===== src/rtl/mem_stage.sv =====
// mem_stage: pipeline memory stage issuing loads/stores over a valid/ready port and formatting load data.
module mem_stage #(
  parameter int WORD_SIZE = 32,
  parameter int ROB_ID_W  = 7
) (
  input  logic                 clk,
  input  logic                 rst_n,
  input  logic                 valid,
  input  logic [1:0]           instruction_type,
  input  logic [WORD_SIZE-1:0] pc,
  input  logic [2:0]           funct3,
  input  logic [WORD_SIZE-1:0] aluResult,
  input  logic [WORD_SIZE-1:0] s2,
  input  logic [ROB_ID_W-1:0]  rob_id,
  output logic                 stall_out,
  output logic                 mem_req_valid,
  input  logic                 mem_req_ready,
  output logic [WORD_SIZE-1:0] mem_req_addr,
  output logic                 mem_req_we,
  output logic [WORD_SIZE-1:0] mem_req_wdata,
  output logic [3:0]           mem_req_wstrb,
  input  logic                 mem_resp_valid,
  input  logic [WORD_SIZE-1:0] mem_resp_rdata,
  output logic                 wb_valid,
  output logic [WORD_SIZE-1:0] wb_pc,
  output logic [WORD_SIZE-1:0] wb_result,
  output logic [ROB_ID_W-1:0]  wb_rob_id,
  output logic                 wb_exception
);
  typedef enum logic [1:0] {IDLE, REQ, RESP} state_t;
  state_t state, state_nx;
  logic is_ld, is_st, is_mem, f_legal, aligned, legal, go;
  logic done_idle, done_req, done_resp, done;
  logic [WORD_SIZE-1:0] st_wdata, ld_data, sh;
  logic [3:0] st_wstrb;
  logic [15:0] half;
  logic [WORD_SIZE-1:0] r_addr, r_wdata, r_pc;
  logic [3:0] r_wstrb;
  logic [2:0] r_funct3;
  logic [ROB_ID_W-1:0] r_rob;
  logic r_we;
  assign is_ld   = instruction_type == 2'b01;
  assign is_st   = instruction_type == 2'b10;
  assign is_mem  = is_ld | is_st;
  assign f_legal = is_ld ? funct3 inside {3'b000, 3'b001, 3'b010, 3'b100, 3'b101}
                         : funct3 inside {3'b000, 3'b001, 3'b010};
  assign aligned = funct3[1:0] == 2'b01 ? !aluResult[0] :
                   funct3[1:0] == 2'b10 ? aluResult[1:0] == 2'b00 : 1'b1;
  assign legal   = f_legal & aligned;
  assign go      = state == IDLE & valid & is_mem & legal;
  assign st_wdata = funct3[1:0] == 2'b00 ? {4{s2[7:0]}} :
                    funct3[1:0] == 2'b01 ? {2{s2[15:0]}} : s2;
  assign st_wstrb = !is_st ? 4'b0000 :
                    funct3[1:0] == 2'b00 ? 4'b0001 << aluResult[1:0] :
                    funct3[1:0] == 2'b01 ? (aluResult[1] ? 4'b1100 : 4'b0011) : 4'b1111;
  // REQ replays the latched request so the port stays stable while the master waits
  assign mem_req_valid = go | state == REQ;
  assign mem_req_addr  = state == REQ ? {r_addr[WORD_SIZE-1:2], 2'b00} : {aluResult[WORD_SIZE-1:2], 2'b00};
  assign mem_req_we    = state == REQ ? r_we : is_st;
  assign mem_req_wdata = state == REQ ? r_wdata : st_wdata;
  assign mem_req_wstrb = state == REQ ? r_wstrb : st_wstrb;
  assign done_idle = state == IDLE & valid & (!is_mem | !legal | (is_st & mem_req_ready));
  assign done_req  = state == REQ & r_we & mem_req_ready;
  assign done_resp = state == RESP & mem_resp_valid;
  assign done      = done_idle | done_req | done_resp;
  assign stall_out = valid & is_mem & legal & !done;
  assign sh   = mem_resp_rdata >> {r_addr[1:0], 3'b000};
  assign half = r_addr[1] ? mem_resp_rdata[31:16] : mem_resp_rdata[15:0];
  assign ld_data = r_funct3 == 3'b000 ? {{(WORD_SIZE-8){sh[7]}}, sh[7:0]} :
                   r_funct3 == 3'b001 ? {{(WORD_SIZE-16){half[15]}}, half} :
                   r_funct3 == 3'b100 ? {{(WORD_SIZE-8){1'b0}}, sh[7:0]} :
                   r_funct3 == 3'b101 ? {{(WORD_SIZE-16){1'b0}}, half} : mem_resp_rdata;
  always_comb begin
    state_nx = state;
    case (state)
      IDLE: state_nx = !go ? IDLE : !mem_req_ready ? REQ : is_st ? IDLE : RESP;
      REQ:  state_nx = !mem_req_ready ? REQ : r_we ? IDLE : RESP;
      RESP: state_nx = mem_resp_valid ? IDLE : RESP;
      default: state_nx = IDLE;
    endcase
  end
  always_ff @(posedge clk or negedge rst_n) begin
    if (!rst_n) begin
      state    <= IDLE;
      r_addr   <= '0;
      r_wdata  <= '0;
      r_wstrb  <= '0;
      r_we     <= 1'b0;
      r_funct3 <= '0;
      r_pc     <= '0;
      r_rob    <= '0;
    end else begin
      state <= state_nx;
      if (go) begin
        r_addr   <= aluResult;
        r_wdata  <= st_wdata;
        r_wstrb  <= st_wstrb;
        r_we     <= is_st;
        r_funct3 <= funct3;
        r_pc     <= pc;
        r_rob    <= rob_id;
      end
    end
  end
  always_ff @(posedge clk or negedge rst_n) begin
    if (!rst_n) begin
      wb_valid     <= 1'b0;
      wb_pc        <= '0;
      wb_result    <= '0;
      wb_rob_id    <= '0;
      wb_exception <= 1'b0;
    end else begin
      wb_valid <= done;
      if (done) begin
        wb_pc        <= done_idle ? pc : r_pc;
        wb_rob_id    <= done_idle ? rob_id : r_rob;
        wb_result    <= done_resp ? ld_data : done_idle ? aluResult : r_addr;
        wb_exception <= done_idle & is_mem & !legal;
      end
    end
  end
endmodule


===== config.mk =====
export PLATFORM = sky130hd
export DESIGN_NAME = mem_stage
export DESIGN_NICKNAME = d
export VERILOG_FILES = /design/src/rtl/mem_stage.sv
export SDC_FILE = /design/constraint.sdc
export NUM_CORES = 1
export LEC_CHECK = 0
export CORE_ASPECT_RATIO = 0.7
export CORE_UTILIZATION = 49
export DETAILED_ROUTE_END_ITERATION = 7
export GPL_ROUTABILITY_DRIVEN = 1
export PLACE_DENSITY_LB_ADDON = 0.05
export SLEW_MARGIN = 30
export SYNTH_ARGS = -nofsm -noshare
export SYNTH_HDL_FRONTEND = slang
export SYNTH_SLANG_ARGS = --single-unit

===== constraint.sdc =====
create_clock -name clk -period 4.6 [get_ports clk]
set_clock_uncertainty 0.15 [all_clocks]
set_input_delay 1.38 -clock clk [delete_from_list [all_inputs] [get_ports clk]]
set_output_delay 1.38 -clock clk [all_outputs]
set_load 0.1 [all_outputs]

==> parameters.txt <==
Parameter                              Value

Cells and area
  Final core utilization    74.0%
  Post-route non-filler standard cell count    1,732
  Area added between synthesis and finish    46.2%
  Antenna diode count    0
  Share of cells above drive strength 1    15.7%
  Number of nets in the layout    1,597
  Layout Cell Area excl Fill    14,800 sq um
  Layout filler cell count    1,509

Setup path
  Destination of the worst register-to-register timing path    wb_pc[24]
  Category of the most critical setup path    input pin to output port
  Required time at the endpoint of the critical path    3.07 ns
  Endpoint type of the worst setup path    output port
  Worst-path fanout max    9
  Crit-path max cell delay    0.54 ns
  Critical path startpoint    funct3[0]
  Most frequent cell on the critical path    sky130_fd_sc_hd__buf_4
  Depth of the most critical reg-to-reg path    6
  Critical path startpoint category    input pin
  Top Family by Delay on Critical Path    buffers and inverters
  Cell type of the slowest stage on the worst timing path    sky130_fd_sc_hd__clkdlybuf4s50_1
  Worst flop-to-flop path startpoint    state[1]
  CP Buf/Inv Count    4
  Logic depth of the worst setup path including buffers    8
  Register-to-Register Setup Slack    1.62 ns
  Setup crit end    mem_req_wdata[29]
  Signal arrival time at the worst endpoint    3.05 ns
  Critical-path cell list    clkdlybuf4s50_1 > buf_4 > buf_4 > mux2i_1 > nor2_1 > a21oi_1 > o21ai_2 > buf_12

STA
  Fin Hold WS    0.329 ns
  Max-slew violation total from the final report    0
  Setup violators final    0
  Fin worst setup slack    0.0242 ns
  Transition at the pin with the smallest max-transition slack    1.05 ns
  Final min period    4.58 ns
  Setup repair after global routing missed its margin    true
  Max Clk Rate    219 MHz
  Fin crit share    99.5%
  Remaining max-slew budget at the tightest pin    29.8%
  Final count of hold timing violations    0

Clock tree
  CTS Sinks    186
  Maximum level of the CTS H-tree    4
  Clock insertion delay at the later pin of the skew report    0.43 ns
  CTS clk-pin slew, worst paths    0.08 ns
  CTS root buffer    sky130_fd_sc_hd__clkbuf_16
  CTS Hold Bufs    0
  TritonCTS clock tree    done
  Clock tree buffer depth    2
  Number of clock buffers inserted by TritonCTS    17

Hold path
  Worst Hold Class    register to register
  Hold_sp    r_pc[5]
  Hold path depth    2

Drt
  Detailed-route vias per instance    5.64
  Wire length per cell after detailed routing    18.3 um
  Initial DRC count    930
  Number of nets still failing antenna checks after routing    0
  Router iterations before antenna repair    5
  Post-Route WL    31.7 mm
  Residual DRC count    0
  Vias    9,770

Floorplan
  Initial core utilization    50.6%
  Cell Rows    43
  Vertical die dimension    122 um
  Area of the die    21,200 sq um
  Placeable core region    20,000 sq um
  Chip Width    174 um
  Num ports    289

Place
  Dpl cell area    14,100 sq um
  Gpl congestion    0.889
  Placed cell count    1,699
  Post-detail-place hpwl    21.4 mm
  Worst setup slack after placement    -0.218 ns
  Port bufs    286

Power and ir drop
  Worst vdd ir    436 uV
  Cell Pwr Density    560 nW/um^2
  Static Leakage    6.88 nW

Synth
  Yosys Warn Count    0
  Cell variety after synth    47
  Synth Register Bits    186
  Commonest cells in the synthesized netlist    375 x sky130_fd_sc_hd__nand2_1, 186 x sky130_fd_sc_hd__dfrtp_1, 85 x sky130_fd_sc_hd__o21ai_0
  Synth area leaders    sky130_fd_sc_hd__dfrtp_1 46%, sky130_fd_sc_hd__nand2_1 14%, sky130_fd_sc_hd__mux2i_1 8.0%
  Top cell type by total area after synthesis    sky130_fd_sc_hd__dfrtp_1
  Asr flop ratio synth    100%
  Sequential element share of the synthesized area    46.0%
  Area share of the leading cell type in the synthesized netlist    46.0%
  Number of standard cells after synthesis    1,204
  Prevailing post-synth register cell    sky130_fd_sc_hd__dfrtp_1
  Post-Synthesis Mean Instance Area    8.41 sq um
  Post-Synthesis Cell Area    10,100 sq um
  Most repeated cell in the gate-level netlist after synthesis    sky130_fd_sc_hd__nand2_1
  EDFF count, synth    0

Global routing
  Global-route wire length before repair    49.8 mm
  Number of global-route vias before repair    9,204
  Pin count of the biggest net entering global routing    90
  GRT Util Overall    30.0%
  Total overflow reported by the global router    0
  Number of antenna violations at the first check in global routing    1

Status
  Result of the run    complete, no violations

Job
  Max-cap violations    0
report_power, final:
group | leakage (nW) | switching, mW | internal, mW
Sequential | 2.33 | 0.402 | 2.16
Clock | 0.281 | 0.718 | 0.725
Combinational | 4.26 | 3.03 | 1.25
kinds of logic after synthesis:
| group | Yosys count | synth area share (%) |
|---|---|---|
| other cells | 1 | 0.0370 |
| simple gates | 513 | 20.6 |
| buf+inv | 118 | 5.35 |
| mux | 99 | 10.1 |
| flops | 186 | 46.0 |
| fa+ha+maj | 2 | 0.247 |
| compound gates | 285 | 17.6 |
placed cells by master (no fill, tap or decap), drive strengths merged, types with 2 or more instances in the layout:
cell | netlist | routed
ha | 2 | 2
a2bb2oi | 7 | 7
mux2i | 81 | 81
clkbuf | 48 | 18
a32oi | 7 | 7
nor4 | 2 | 2
nand2 | 375 | 375
clkinv | 1 | 9
mux2 | 17 | 17
nand2b | 6 | 6
conb | 1 | 2
nor2b | 11 | 11
dlygate4sd2 | 0 | 5
o31ai | 17 | 17
o21ai | 100 | 100
a221oi | 7 | 7
o22ai | 24 | 24
inv | 17 | 22
nor3 | 2 | 2
a31oi | 2 | 2
clkdlybuf4s50 | 0 | 207
buf | 52 | 112
nand3 | 56 | 56
a22o | 15 | 15
dfrtp | 186 | 186
a21o | 2 | 2
o22a | 16 | 16
a21oi | 84 | 84
nor2 | 55 | 55
how the worst min path moves through the flow:
stage / slack (ns) / to
6_report: 0.33 / r_pc[5]
4_1_cts: 0.33 / r_pc[8]
5_1_grt: 0.35 / r_pc[8]
2_1_floorplan: 0.30 / r_pc[0]
3_3_place_gp: 0.31 / r_pc[6]
3_5_place_dp: 0.31 / r_pc[5]
flip-flops by register name, indices dropped and copies added (netlist names):
name,count
r_wstrb,4
wb_exception,1
r_addr,32
wb_rob_id,7
state,2
r_rob,7
r_wdata,32
r_funct3,3
r_pc,32
wb_valid,1
wb_result,32
r_we,1
wb_pc,32
per-stage QoR:
step           total power [mW]  setup TNS (ns)
2_1_floorplan              5.62          -0.579
3_3_place_gp               6.76           -1.70
3_5_place_dp               6.83           -3.83
4_1_cts                    8.29               0
5_1_grt                    8.64          -0.189
6_report                   8.28               0
worst min-delay path: stages (launching register included):
cell	delay, ns
sky130_fd_sc_hd__dfrtp_1	0.35
sky130_fd_sc_hd__nand2_1	0.05
sky130_fd_sc_hd__nand2_1	0.06
per-layer routing:
layer / vias up / track usage [%] / part of all wire, %
met1: 4654 / 41.0 / 42
met5: - / 0 / 0.041
met3: 51 / 8.18 / 9.4
met2: 442 / 46.5 / 46
met4: 2 / 9.76 / 2.3
li1: 4621 / - / -
repair_timing:
item | CTS | global route
pin swaps | 2 | 0
setup buffers | 1 | 0
setup endpoints to repair | 2 | 16
gates resized for setup | 10 | 14
layout make-up:
type                       count  area (sq um)  share of cell area (%)
sequential                   186          4660                    31.4
inverter                      18          67.6                   0.456
clock inverter                14           159                    1.07
clock buffer                  17           425                    2.87
tap                          270           338                    2.28
timing repair buffer         326          3920                    26.5
multi-input combinational    901          5240                    35.4
Power figures use the tool's default switching activity.
